<file path="src/rtl/frame_painter.sv">
// Touch-panel frame painter: blanks a 1-bit frame buffer on request and paints a
// square brush around each accepted touch point, clipping at the frame edges.
//
// state   | meaning
// --------+-----------------------------------------------------------
// S_IDLE  | waiting; accepts a clear request or a touch point
// S_CLEAR | writes 0 to every frame address, one per enabled cycle
// S_PAINT | walks the brush (dy outer, dx inner) writing 1 to in-frame pixels
module frame_painter #(
    parameter int BRUSH_SIZE = 5,
    parameter int COL_NUM    = 320,
    parameter int ROW_NUM    = 240
) (
    input  logic        clk,
    input  logic        reset_n,
    input  logic        en,
    input  logic        clear,
    input  logic        point_valid,
    input  logic [8:0]  point_x,
    input  logic [7:0]  point_y,
    output logic        point_ready,
    output logic        busy,
    output logic [16:0] write_addr,
    output logic        write_data,
    output logic        write_en
);

    localparam int                R         = (BRUSH_SIZE - 1) / 2;
    localparam logic [16:0]       LAST_ADDR = 17'(COL_NUM * ROW_NUM - 1);
    localparam logic [3:0]        BR_LAST   = 4'(BRUSH_SIZE - 1);
    localparam logic signed [10:0] R_S      = 11'(R);
    localparam logic signed [10:0] COL_S    = 11'(COL_NUM);
    localparam logic signed [10:0] ROW_S    = 11'(ROW_NUM);
    localparam logic [16:0]       COL_W     = 17'(COL_NUM);

    typedef enum logic [1:0] {
        S_IDLE,
        S_CLEAR,
        S_PAINT
    } state_t;

    state_t      state_q, state_d;
    logic [16:0] clr_cnt_q, clr_cnt_d;
    logic [8:0]  cx_q, cx_d;
    logic [7:0]  cy_q, cy_d;
    logic [3:0]  dx_q, dx_d;
    logic [3:0]  dy_q, dy_d;
    logic        clear_pending_q, clear_pending_d;

    logic signed [10:0] px, py;
    logic [16:0]        px_u, py_u;
    logic               pix_ok;
    logic               brush_done;
    logic [16:0]        paint_addr;

    // Signed arithmetic so pixels left of / above the frame come out negative and clip.
    assign px = $signed({2'b00, cx_q}) + $signed({7'b0, dx_q}) - R_S;
    assign py = $signed({3'b000, cy_q}) + $signed({7'b0, dy_q}) - R_S;

    assign pix_ok = !px[10] && (px < COL_S) && !py[10] && (py < ROW_S);

    assign px_u       = {6'b0, px};
    assign py_u       = {6'b0, py};
    assign paint_addr = py_u * COL_W + px_u;

    assign brush_done = (dx_q == BR_LAST) && (dy_q == BR_LAST);

    always_ff @(posedge clk or negedge reset_n) begin
        if (!reset_n) begin
            state_q         <= S_IDLE;
            clr_cnt_q       <= '0;
            cx_q            <= '0;
            cy_q            <= '0;
            dx_q            <= '0;
            dy_q            <= '0;
            clear_pending_q <= 1'b0;
        end else if (en) begin
            state_q         <= state_d;
            clr_cnt_q       <= clr_cnt_d;
            cx_q            <= cx_d;
            cy_q            <= cy_d;
            dx_q            <= dx_d;
            dy_q            <= dy_d;
            clear_pending_q <= clear_pending_d;
        end
    end

    always_comb begin
        state_d         = state_q;
        clr_cnt_d       = clr_cnt_q;
        cx_d            = cx_q;
        cy_d            = cy_q;
        dx_d            = dx_q;
        dy_d            = dy_q;
        clear_pending_d = clear_pending_q;

        case (state_q)
            S_IDLE: begin
                if (clear) begin
                    state_d   = S_CLEAR;
                    clr_cnt_d = '0;
                end else if (point_valid) begin
                    cx_d    = point_x;
                    cy_d    = point_y;
                    dx_d    = '0;
                    dy_d    = '0;
                    state_d = S_PAINT;
                end
            end
            S_CLEAR: begin
                if (clr_cnt_q == LAST_ADDR) begin
                    clr_cnt_d = '0;
                    state_d   = S_IDLE;
                end else begin
                    clr_cnt_d = clr_cnt_q + 17'd1;
                end
            end
            S_PAINT: begin
                if (clear) begin
                    clear_pending_d = 1'b1;
                end
                if (brush_done) begin
                    dx_d            = '0;
                    dy_d            = '0;
                    clear_pending_d = 1'b0;
                    // A clear arriving on the final brush cycle still counts.
                    if (clear_pending_q || clear) begin
                        state_d   = S_CLEAR;
                        clr_cnt_d = '0;
                    end else begin
                        state_d = S_IDLE;
                    end
                end else if (dx_q == BR_LAST) begin
                    dx_d = '0;
                    dy_d = dy_q + 4'd1;
                end else begin
                    dx_d = dx_q + 4'd1;
                end
            end
            default: begin
                state_d = S_IDLE;
            end
        endcase
    end

    always_comb begin
        point_ready = (state_q == S_IDLE) && en && !clear && !clear_pending_q;
        busy        = (state_q != S_IDLE);
        write_en    = 1'b0;
        write_addr  = '0;
        write_data  = 1'b0;

        case (state_q)
            S_CLEAR: begin
                write_en   = en;
                write_addr = clr_cnt_q;
                write_data = 1'b0;
            end
            S_PAINT: begin
                write_en   = en && pix_ok;
                write_addr = paint_addr;
                write_data = 1'b1;
            end
            default: begin
                write_en = 1'b0;
            end
        endcase
    end

endmodule

</file>
<file path="config.mk">
export PLATFORM = sky130hd
export DESIGN_NAME = frame_painter
export DESIGN_NICKNAME = d
export VERILOG_FILES = /design/src/rtl/frame_painter.sv
export SDC_FILE = /design/constraint.sdc
export NUM_CORES = 1
export LEC_CHECK = 0
export ABC_CLOCK_PERIOD_IN_PS = 14100
export CAP_MARGIN = 20
export CORE_ASPECT_RATIO = 2
export CORE_MARGIN = 2
export CORE_UTILIZATION = 45
export CTS_CLUSTER_SIZE = 20
export DETAILED_ROUTE_END_ITERATION = 12
export PLACE_DENSITY = 0.65
export SETUP_SLACK_MARGIN = 0.15
export SYNTH_ARGS = -nofsm -noshare
export SYNTH_HDL_FRONTEND = slang
export SYNTH_SLANG_ARGS = --single-unit
</file>
<file path="constraint.sdc">
create_clock -name clk -period 14.1 [get_ports clk]
set_input_delay 1.41 -clock clk [delete_from_list [all_inputs] [get_ports clk]]
set_output_delay 1.41 -clock clk [all_outputs]
set_load 0.005 [all_outputs]
</file>
**Word level (Yosys, flattened, before mapping)**

Index checks and enable logic that the tools add are counted.

- Output and inout port bits: 21
- Logic and storage cells: 80
- Register bits after elaboration: 45
- Input bits: 22

- $add $sub $neg: 8
- Multiply operators: 1
- Equal/unequal tests: 13
- Reduce and logical (&&, ||, !) cells: 24
- Multiplexer cells: 24
- $lt $le $gt $ge: 2
- Bitwise logic cells: 1

Operator list:

| cell | count |
|---|---|
| $mux W17 | 4 |
| $pmux W17 S3 | 1 |
| $pmux W17 S2 | 1 |
| $mux W4 | 6 |
| $add A17 B1 Y17 const B | 1 |
| $add A17 B11 Y17 | 1 |
| $eq A17 B17 Y1 const B | 1 |
| $pmux W4 S2 | 2 |
| $ne A2 B2 Y1 const B | 6 |
| $reduce_and A4 Y1 | 3 |
| $lt A11 B10 Y1 const B | 1 |
| $mul A11 B3 Y11 const B | 1 |
| $sub A10 B2 Y11 const B | 1 |
| $add A9 B4 Y10 | 1 |
| $lt A10 B9 Y1 const B | 1 |
| $reduce_and A5 Y1 | 2 |
| $sub A9 B2 Y10 const B | 1 |
| $add A8 B4 Y9 | 1 |
| $add A4 B1 Y4 const B | 2 |
| $eq A4 B3 Y1 const B | 2 |
| $logic_and A1 B1 Y1 | 8 |
| $mux W2 | 4 |
| $ne A3 B3 Y1 const B | 2 |
| $pmux W2 S3 | 1 |
| other kinds (11) | 19 |

**Longest topological paths before layout**

- Depth in word-level cells: 8
- Gate-level depth with buffers: 20
- Mapped depth without buffers: 20

**Least setup slack after synthesis**

Ideal clock, no wire load.

- Path type: register to output
- From: register dy_q[1]
- To: output write_addr[16]
- Required time: 12690 ps
- Slack: 8673 ps
- Data arrival time: 4017 ps
- Cell stages (with the launch flop): 19
- Path through: dfrtp_1 -> inv_1 -> ha_1 -> inv_1 -> ha_1 -> inv_1 -> fa_1 -> nor2b_1 -> o31a_1 -> nor4_1 -> a311oi_1 -> ha_1 -> ha_1 -> nor3b_1 -> a221o_1 -> a211oi_1 -> and4bb_4 -> mux2i_1 -> a311o_1

- Word-level cells in the longest chain between the ends: 5

Ends and longest elaborated chain:

| what | RTL line | RTL |
|---|---|---|
| start, declared | 47 | `logic [3:0] dy_q, dy_d;` |
| start signal, assigned | 83 | `dy_q <= dy_d;` |
| $add A8 B4 Y9 | 58 | `assign py = $signed({3'b000, cy_q}) + $signed({7'b0, dy_q}) - R_S;` |
| $sub A9 B2 Y10 | 58 |  |
| $mul A11 B3 Y11 | 64 | `assign paint_addr = py_u * COL_W + px_u;` |
| $add A17 B11 Y17 | 64 |  |
| $pmux W17 S2 | 153 | `case (state_q)` |
| end, declared | 23 | `output logic [16:0] write_addr,` |

Every way passes these cells.

**Worst setup path in the final report**

Same ends and word-level chain as after synthesis.

==> results by group <==
Outcome
  • Status: completed

STA
  • Final-report hold violation count: 0
  • Fmax: 152.1 MHz
  • Setup-failing EPs final: 0
  • Clock Skews: 0.009719 ns
  • RSZ-0062 raised after global routing: false
  • Pins Over Slew Limit: 0
  • Setup_tns: 0 ns
  • Worst Max-Slew Pin Slew: 0.8865 ns
  • Slew margin rel.: 40.74%
  • Crit share post-route: 46.64%
  • Clock period minus worst slack: 6.576 ns

Routing
  • Total Wirelength: 10,200 µm
  • Via Count: 3,595
  • Antenna Nets Post-Route: 0
  • DRT iter0 DRCs: 110
  • Via density: 5.761
  • WL per Instance: 16.34 µm
  • Drt drc: 0
  • Pre-antenna DRT Iters: 4

Final layout
  • Share of post-route cells with drive strength above 1: 7.692%
  • Ant. Diodes: 0
  • Area grow syn2layout: 15.15%
  • Fin nets: 603

Critical path
  • Crit path required time: 12.69 ns
  • Setup crit start kind: register
  • Worst path cell trace: inv_1 -> ha_1 -> inv_1 -> ha_1 -> inv_1 -> fa_1 -> nor2b_1 -> o31a_1 -> nor4_1 -> a311oi_1 -> ha_1 -> ha_1 -> nor3b_1 -> a221o_1 -> a211oi_1 -> and4bb_4 -> mux2i_1 -> a311o_1 -> clkdlybuf4s50_1
  • Most Frequent Cell on Critical Path: ha_1
  • Worst reg-to-reg setup slack: 11.36 ns
  • CP top delay family: compound AO/OA/AOI/OAI gates
  • CP max FO: 5
  • Type of the worst setup path: reg2out
  • Worst Setup End Kind: output port
  • Critical path's slowest cell: clkdlybuf4s50_1
  • CP arrival: 5.17 ns
  • Slowest Stage Delay on Critical Path: 0.45 ns
  • Worst path depth: 19
  • Crit path buf inv count: 4
  • Worst r2r path cells: 9

Logic synthesis
  • Mux share of post-synthesis cell area: 4.962%
  • Yosys top cell by area: dfrtp_1
  • Ys async rst share: 100.0%
  • Synth area leaders: dfrtp_1 (26%), ha_1 (17%), inv_1 (5.1%), mux2_2 (4.5%), xnor2_1 (3.9%)
  • Mapped Cells: 484
  • Synth cell count leaders: inv_1 (58), ha_1 (57), dfrtp_1 (45)
  • Post-Syn Nets: 567
  • Yosys cell types: 62
  • Fraction of the mapped netlist area in compound gates: 18.79%
  • Seq/Total Area, Yosys: 26.42%
  • Post-synth top area share: 26.42%
  • Yosys warns: 0
  • Most common cell in the netlist: inv_1
  • Yosys reg bits: 45
  • Post-Synthesis Cell Area: 4262 µm²
  • Post-synthesis simple-gate area fraction: 17.41%
  • Post-synth EDFFs: 0
  • Ys flop type: dfrtp_1
  • Syn_area_per_cell: 8.805 µm²
  • Synth Area in Adders: 18.61%
  • Synth Area in XOR/XNOR: 6.782%
  • Largest family of logic cells by synthesized area: compound AO/OA/AOI/OAI gates

Floorplan
  • DIE WIDTH: 72.81 µm
  • Initial core utilization: 46.03%
  • Die Ht: 141.6 µm
  • Placeable Area: 9259 µm²
  • Site row count: 50
  • Die area: 10,310 µm²
  • Number of I/O pins: 43

Clock tree
  • Root Buffer: clkbuf_16
  • CTS Sinks: 45
  • Post-CTS Setup Inserts: 0
  • CTS Buf Count: 5
  • Post-CTS Resized: 0
  • Skew-Pair Late Insertion Delay: 0.29 ns
  • Cts hold-fix bufs: 0
  • CTS tree: yes
  • Clock-pin slew on the worst setup and hold paths: 0.07 ns
  • # H-tree levels: 2
  • CTS Buffer Depth: 2

GRT
  • GRT overflow: 0
  • Vias in the first global route: 3,592
  • Largest net degree at the start of global routing: 46
  • GRT Util Overall: 21.04%
  • First-pass GRT wire length: 16,930 µm
  • Antenna violations before repair: 0

Job
  • Maxcap violations: 0

Hold path
  • Min-Delay Path Depth: 1
  • Min-delay worst type: reg2reg

Placement
  • Port Buffer Count: 42
  • Routability cong.: 0.8833
  • HPWL after detailed placement: 7992 µm
cell type report:
class                   instances  area (µm²)
clock buffers                   6       138.9
flip-flops and latches         45        1126
clock inverters                 1       7.507
well taps                     104       130.1
inverters                      58       217.7
multi-input cells             365        2836
repair buffers                 45       450.4
fillers                       891        4352
layout by cell type, fill, tap and decap left out, types with 3 or more instances in the layout:
master and count:
nand2_1 28, nor4_1 6, o2111ai_1 3, nor3b_1 3, o31ai_1 3, ha_1 57, a22oi_1 12, a31oi_1 3
xor2_1 14, mux2_2 17, inv_1 58, dfrtp_1 45, nand4_1 10, a21oi_1 15, o21ai_0 27, o21a_1 7
a211oi_1 6, and3_1 8, xnor2_1 19, a21o_1 7, a21boi_0 3, o211ai_1 4, nor3_1 6, fa_1 4
nor2_1 27, nand3_1 12, clkdlybuf4s50_1 41, clkbuf_16 5, o21bai_1 3, nand2b_1 4, nor2b_1 17
sequential cells by signal, summed over array words and instances, names as in the netlist:
register         flops
state_q              2
dx_q                 4
clr_cnt_q           17
cy_q                 8
dy_q                 4
clear_pending_q      1
cx_q                 9
final timing paths:
kind,end,from
min reg2reg,cy_q[3],cy_q[3]
max reg2reg,dy_q[3],state_q[0]
max in group asynchronous,state_q[1],reset_n
max,write_addr[16],dy_q[1]
min in group asynchronous,clr_cnt_q[0],reset_n
min,cy_q[3],cy_q[3]
cells by family after synthesis:
logic type                 after synthesis
AOI/OAI and AO/OA                      114
xor gates and xnor gates                33
adders and majority gates               61
buffers and inverters                   74
DFF                                     45
muxes                                   19
and+or+nand+nor                        138
per-stage QoR:
step | hold slack [ns] | util [%] | setup slack, ns | instances | instance area (µm²)
floorplan | 0.4753 | - | 8.673 | 484 | 4262
global placement | 0.4910 | 51.20 | 8.046 | 616 | 4741
detailed placement | 0.4988 | 51.20 | 7.888 | 616 | 4741
CTS | 0.5144 | 52.78 | 7.558 | 623 | 4887
global route | 0.5316 | 53.00 | 7.174 | 624 | 4907
finish | 0.5122 | 53.00 | 7.524 | 624 | 4907
routing by layer:
metal | track usage, % | up-vias | wire (µm)
met5 | 0 | - | 0
met1 | 22.68 | 1737 | 3937
li1 | - | 1783 | -
met4 | 10.53 | 0 | 395
met3 | 2.060 | 22 | 194
met2 | 39.14 | 53 | 5671
Power is left out: the tool's default activity adds up to more than one toggle a clock period on the data nets, which glitch-free logic cannot reach.
